## src/rtl/z_test_sched.sv

```systemverilog
// z_test_sched: owns the depth-buffer memory port. Each fragment gets a
// read-compare-conditional-write depth test and returns one pass/fail result.
// Whole-buffer clears share the same port. Only one memory transaction is
// ever outstanding.
//
// Handshake rule for every valid/ready pair (frag_*, mem_req_*, res_*):
// a transfer happens on a rising clk_i edge where valid && ready are both
// high. Once valid is raised, it and its payload stay stable until that
// transfer happens.
module z_test_sched #(
    parameter int Z_SIZE       = 8,
    parameter int X_RES        = 4,
    parameter int Y_RES        = 4,
    parameter int X_PIXEL_SIZE = $clog2(X_RES),
    parameter int Y_PIXEL_SIZE = $clog2(Y_RES),
    parameter int ADDR_SIZE    = 32
) (
    input  logic                    clk_i,
    input  logic                    rst_i,
    input  logic                    frag_valid_i,
    output logic                    frag_ready_o,
    input  logic [X_PIXEL_SIZE-1:0] frag_x_i,
    input  logic [Y_PIXEL_SIZE-1:0] frag_y_i,
    input  logic [Z_SIZE-1:0]       frag_z_i,
    input  logic [2:0]              z_func_i,
    input  logic [ADDR_SIZE-1:0]    base_addr_i,
    input  logic                    clear_req_i,
    input  logic [Z_SIZE-1:0]       clear_value_i,
    output logic                    clear_busy_o,
    output logic                    clear_done_o,
    output logic                    mem_req_valid_o,
    input  logic                    mem_req_ready_i,
    output logic                    mem_we_o,
    output logic [ADDR_SIZE-1:0]    mem_addr_o,
    output logic [Z_SIZE-1:0]       mem_wdata_o,
    input  logic                    mem_rvalid_i,
    input  logic [Z_SIZE-1:0]       mem_rdata_i,
    output logic                    res_valid_o,
    input  logic                    res_ready_i,
    output logic                    res_pass_o,
    output logic [X_PIXEL_SIZE-1:0] res_x_o,
    output logic [Y_PIXEL_SIZE-1:0] res_y_o,
    output logic [2:0]              state_o
);

    localparam int                NPIX  = X_RES * Y_RES;
    localparam int                CNT_W = $clog2(NPIX + 1);
    localparam logic [CNT_W-1:0]  LAST  = CNT_W'(NPIX - 1);

    typedef enum logic [2:0] {
        S_IDLE    = 3'd0,
        S_RD_REQ  = 3'd1,
        S_RD_WAIT = 3'd2,
        S_WR_REQ  = 3'd3,
        S_RESULT  = 3'd4,
        S_CLR     = 3'd5
    } state_t;

    state_t                  state_q, state_d;
    logic [X_PIXEL_SIZE-1:0] x_q;
    logic [Y_PIXEL_SIZE-1:0] y_q;
    logic [2:0]              func_q;
    logic [ADDR_SIZE-1:0]    addr_q;
    // Holds the fragment depth during a test and the clear value during a clear.
    logic [Z_SIZE-1:0]       wdata_q;
    logic [CNT_W-1:0]        clr_cnt_q;
    logic                    pass_q;
    logic                    done_q;
    logic                    z_ok;

    assign mem_addr_o   = addr_q;
    assign mem_wdata_o  = wdata_q;
    assign res_pass_o   = pass_q;
    assign res_x_o      = x_q;
    assign res_y_o      = y_q;
    assign clear_done_o = done_q;
    assign state_o      = state_q;

    // Depth compare: fragment depth (op) stored depth returned by the read.
    always_comb begin
        z_ok = 1'b0;
        case (func_q)
            3'd0:    z_ok = 1'b0;
            3'd1:    z_ok = (wdata_q <  mem_rdata_i);
            3'd2:    z_ok = (wdata_q <= mem_rdata_i);
            3'd3:    z_ok = (wdata_q >  mem_rdata_i);
            3'd4:    z_ok = (wdata_q >= mem_rdata_i);
            3'd5:    z_ok = (wdata_q == mem_rdata_i);
            3'd6:    z_ok = (wdata_q != mem_rdata_i);
            default: z_ok = 1'b1;
        endcase
    end

    // Next-state and handshake outputs; a clear request beats a fragment in IDLE.
    always_comb begin
        state_d         = state_q;
        frag_ready_o    = 1'b0;
        mem_req_valid_o = 1'b0;
        mem_we_o        = 1'b0;
        res_valid_o     = 1'b0;
        clear_busy_o    = 1'b0;
        case (state_q)
            S_IDLE: begin
                frag_ready_o = !clear_req_i && !rst_i;
                if (clear_req_i)
                    state_d = S_CLR;
                else if (frag_valid_i)
                    state_d = S_RD_REQ;
            end
            S_RD_REQ: begin
                mem_req_valid_o = 1'b1;
                if (mem_req_ready_i)
                    state_d = S_RD_WAIT;
            end
            S_RD_WAIT: begin
                if (mem_rvalid_i)
                    state_d = z_ok ? S_WR_REQ : S_RESULT;
            end
            S_WR_REQ: begin
                mem_req_valid_o = 1'b1;
                mem_we_o        = 1'b1;
                if (mem_req_ready_i)
                    state_d = S_RESULT;
            end
            S_RESULT: begin
                res_valid_o = 1'b1;
                if (res_ready_i)
                    state_d = S_IDLE;
            end
            S_CLR: begin
                clear_busy_o    = 1'b1;
                mem_req_valid_o = 1'b1;
                mem_we_o        = 1'b1;
                if (mem_req_ready_i && clr_cnt_q == LAST)
                    state_d = S_IDLE;
            end
            default: state_d = S_IDLE;
        endcase
    end

    // State register.
    always_ff @(posedge clk_i) begin
        if (rst_i)
            state_q <= S_IDLE;
        else
            state_q <= state_d;
    end

    // Datapath: latch the job on entry, advance the clear address, record the verdict.
    always_ff @(posedge clk_i) begin
        if (rst_i) begin
            x_q       <= '0;
            y_q       <= '0;
            func_q    <= '0;
            addr_q    <= '0;
            wdata_q   <= '0;
            clr_cnt_q <= '0;
            pass_q    <= 1'b0;
            done_q    <= 1'b0;
        end else begin
            done_q <= 1'b0;
            case (state_q)
                S_IDLE: begin
                    if (clear_req_i) begin
                        clr_cnt_q <= '0;
                        addr_q    <= base_addr_i;
                        wdata_q   <= clear_value_i;
                    end else if (frag_valid_i) begin
                        x_q     <= frag_x_i;
                        y_q     <= frag_y_i;
                        func_q  <= z_func_i;
                        wdata_q <= frag_z_i;
                        addr_q  <= base_addr_i
                                 + ADDR_SIZE'(frag_y_i) * ADDR_SIZE'(X_RES)
                                 + ADDR_SIZE'(frag_x_i);
                    end
                end
                S_RD_WAIT: begin
                    if (mem_rvalid_i && !z_ok)
                        pass_q <= 1'b0;
                end
                S_WR_REQ: begin
                    if (mem_req_ready_i)
                        pass_q <= 1'b1;
                end
                S_CLR: begin
                    if (mem_req_ready_i) begin
                        if (clr_cnt_q == LAST) begin
                            done_q <= 1'b1;
                        end else begin
                            clr_cnt_q <= clr_cnt_q + CNT_W'(1);
                            addr_q    <= addr_q + ADDR_SIZE'(1);
                        end
                    end
                end
                default: ;
            endcase
        end
    end

endmodule

```

## config.mk

```make
export PLATFORM = sky130hd
export DESIGN_NAME = z_test_sched
export DESIGN_NICKNAME = d
export VERILOG_FILES = /design/src/rtl/z_test_sched.sv
export SDC_FILE = /design/constraint.sdc
export NUM_CORES = 1
export LEC_CHECK = 0
export ABC_CLOCK_PERIOD_IN_PS = 5700
export CAP_MARGIN = 20
export CORE_UTILIZATION = 40
export DETAILED_ROUTE_END_ITERATION = 6
export PLACE_DENSITY = 0.69
export REMOVE_ABC_BUFFERS = 1
export SETUP_SLACK_MARGIN = 0.1
export SYNTH_ARGS = -nofsm -noshare
export SYNTH_HDL_FRONTEND = slang
export SYNTH_SLANG_ARGS = --single-unit
```

## constraint.sdc

```tcl
create_clock -name clk_i -period 5.7 [get_ports clk_i]
set_clock_uncertainty 0.15 [all_clocks]
set_input_delay 1.14 -clock clk_i [delete_from_list [all_inputs] [get_ports clk_i]]
set_output_delay 1.14 -clock clk_i [all_outputs]
set_load 0.005 [all_outputs]
```

==> flow_summary.ini <==
[route]
vias = 4722
drt_first_pass_iters = 5
drtAntennaViolNets = 0
drtIter0Drc = 305
drt-total-wl_mm = 13.4
drcViolationCount = 0
routed_via_density = 5.87
wire_per_inst_um = 16.6

[sta]
finalSetupViolations = 0
relSlewSlack_pct = 37.5
rsz0062_at_grt = no
fmax_mhz = 257
final-hold-violation-count = 0
worstMarginPinSlew_ps = 937
tns_ps = 0
finalMaxSlewViolations = 0
final.min_clock_period_ps = 3890
finalCritPeriodShare_pct = 68.2

[die]
die_w_um = 105
die_area_um2 = 11000
start_util_pct = 41.1
core_area_um2 = 10300
die_h_um = 105
num_rows = 37
ioPinCount = 124

[worst_setup_path]
rr_startpoint = clr_cnt_q[0]$_SDFFE_PP0P_
crit_path_max_incr_delay_ps = 560
worstPathArrival_ps = 2600
r2r_slack_ps = 2680
required_ps = 4410
slowest_stage = clkdlybuf4s50_1
startpoint = clear_req_i
start_kind = input pin
crit_top_cell = clkdlybuf4s50_1
cp-end-kind = primary output
critPathMaxFanout = 9
path_cells = clkdlybuf4s50_1 > nor4_1 > clkdlybuf4s50_1
critPathTopFamily = buffers and inverters
critPathKind = input pin to primary output
cp.buffers_inverters = 2

[place]
hpwlAfterDp_mm = 9.72
port_buffers = 123
place_congestion = 0.922

[logic_synthesis]
synth_seq_cells = 57
syn-instance-count = 557
yosysUniqueCellTypes = 69
synthesis.area_um2 = 4220
async_flop_share_pct = 0
synth_warnings = 0
syn_avg_cell_area_um2 = 7.57
synth-edff-count = 0
ys_seq_area_share_pct = 27.0
synth_flop_cell = dfxtp_1

[cells_and_area]
fillers = 955
drive_above_1_share_pct = 6.14
final_common_cell = clkdlybuf4s50_1
multi_input_area_um2 = 2860
seq_area_um2 = 1140
final_cell_mix = 122 x clkdlybuf4s50_1, 59 x nor2_1, 57 x dfxtp_1
syn_to_final_growth_pct = 36.7
nets = 749
antenna_cells = 0

[status]
status = completed

[flow_run]
max_cap_violations = 0

[clock_network]
ctsHoldBuffers = 0
clkLatencyLatePin_ps = 340
cts_resized = 0
cts_inserted_buffers = 9
post-cts-setup-buffers = 0
clk_pin_slew_ps = 70
cts_buffer_depth = 2
cts_tree = yes
cts_root_buffer = clkbuf_8
cts.sink_count = 57
htree_levels = 3

[global_routing]
antenna_found_initial = 0
gr-total-overflow = 0
track_usage_pct = 24.6
grt_max_degree = 52
grt_pass1_wl_mm = 21.7
first_global_vias = 4376

[pwr]
power_mw = 2.28
powerDensity_nw_per_um2 = 395
p_leak_nw = 2.16
peakVddDrop_uv = 176

[hold_path]
hp-class = register to register
min-delay-start = clr_cnt_q[1]$_SDFFE_PP0P_
-- worst reg2reg max path, delay by kind of cell (launching register included) --
| kind | cells | cell delay (ps) |
|---|---|---|
| AO/OA/AOI/OAI | 3 | 1090 |
| adder cells (fa/ha/maj) | 2 | 410 |
| buffers and inverters | 1 | 330 |
| flip-flops | 1 | 330 |
| AND/OR/NAND/NOR | 4 | 580 |
-- metrics by stage --
| stage | area (um^2) | utilization [%] | setup WS, ps | hold WS [ps] | std cells |
|---|---|---|---|---|---|
| 2_1_floorplan | 4070 | - | 2330 | 293 | 522 |
| 3_3_place_gp | 5520 | 53.7 | 1720 | 309 | 788 |
| 3_5_place_dp | 5520 | 53.7 | 1720 | 316 | 788 |
| 4_1_cts | 5770 | 56.1 | 1820 | 326 | 804 |
| 5_1_grt | 5770 | 56.1 | 1710 | 343 | 804 |
| 6_report | 5770 | 56.1 | 1810 | 323 | 804 |
-- kinds of logic after synthesis --
kind of cell,synth area share [%]
buf+inv,5.22
mux,4.09
xor+xnor,5.81
fa+ha+maj,4.92
simple gates,28.3
flops,27.0
compound gates,24.6
-- sequential cells by signal, summed over array words and instances, names as in the netlist --
register / cells
mem_addr_o: 32
clear_done_o: 1
res_x_o: 2
res_pass_o: 1
state_o: 3
func_q: 3
clr_cnt_q: 5
mem_wdata_o: 8
res_y_o: 2
-- layout make-up --
cell class	count	share of cell area, %
Inverter	18	1.17
Clock buffer	12	2.69
Multi-Input combinational cell	447	49.5
Clock inverter	4	1.71
Timing Repair Buffer	130	22.2
Sequential cell	57	19.8
Tap cell	136	2.95
-- power by group --
group          switching [mW]  internal (mW)  leakage, nW
Combinational           0.530          0.535         1.56
Clock                   0.177          0.316        0.127
Sequential              0.194          0.527        0.469
Total                   0.900           1.38         2.16
-- path summary, 6_finish.rpt --
check,to,cells past startpoint
min reg2reg,clr_cnt_q[1]$_SDFFE_PP0P_,2
min,clr_cnt_q[1]$_SDFFE_PP0P_,2
max,frag_ready_o,3
max reg2reg,mem_addr_o[7]$_SDFFE_PP0P_,10
-- synthesized netlist by cell type, types with 7 or more instances --
master | n | area share [%]
nor3_1 | 13 | 1.5
xor2_1 | 18 | 3.7
nor2_1 | 59 | 5.2
and3_1 | 13 | 1.9
nand2b_1 | 7 | 1.0
nand4_1 | 18 | 2.7
nand2_1 | 52 | 4.6
dfxtp_1 | 57 | 27
clkbuf_1 | 21 | 1.9
a31oi_1 | 8 | 1.2
nand3_1 | 18 | 2.1
mux2i_1 | 15 | 3.6
a211oi_1 | 19 | 3.4
and4_1 | 10 | 2.1
inv_1 | 17 | 1.5
ha_1 | 15 | 4.4
a21oi_1 | 49 | 5.8
o21ai_0 | 31 | 3.7
xnor2_1 | 10 | 2.1
buf_2 | 10 | 1.2
o211ai_1 | 8 | 1.4
-- per-layer routing --
metal | global-route usage [%] | vias to the layer above | share of wire [%]
li1 | - | 2274 | -
met5 | 0 | - | 0
met1 | 32.6 | 2196 | 45
met3 | 3.93 | 22 | 8.3
met4 | 8.95 | 0 | 1.9
met2 | 40.1 | 230 | 45
Power figures use the tool's default switching activity.
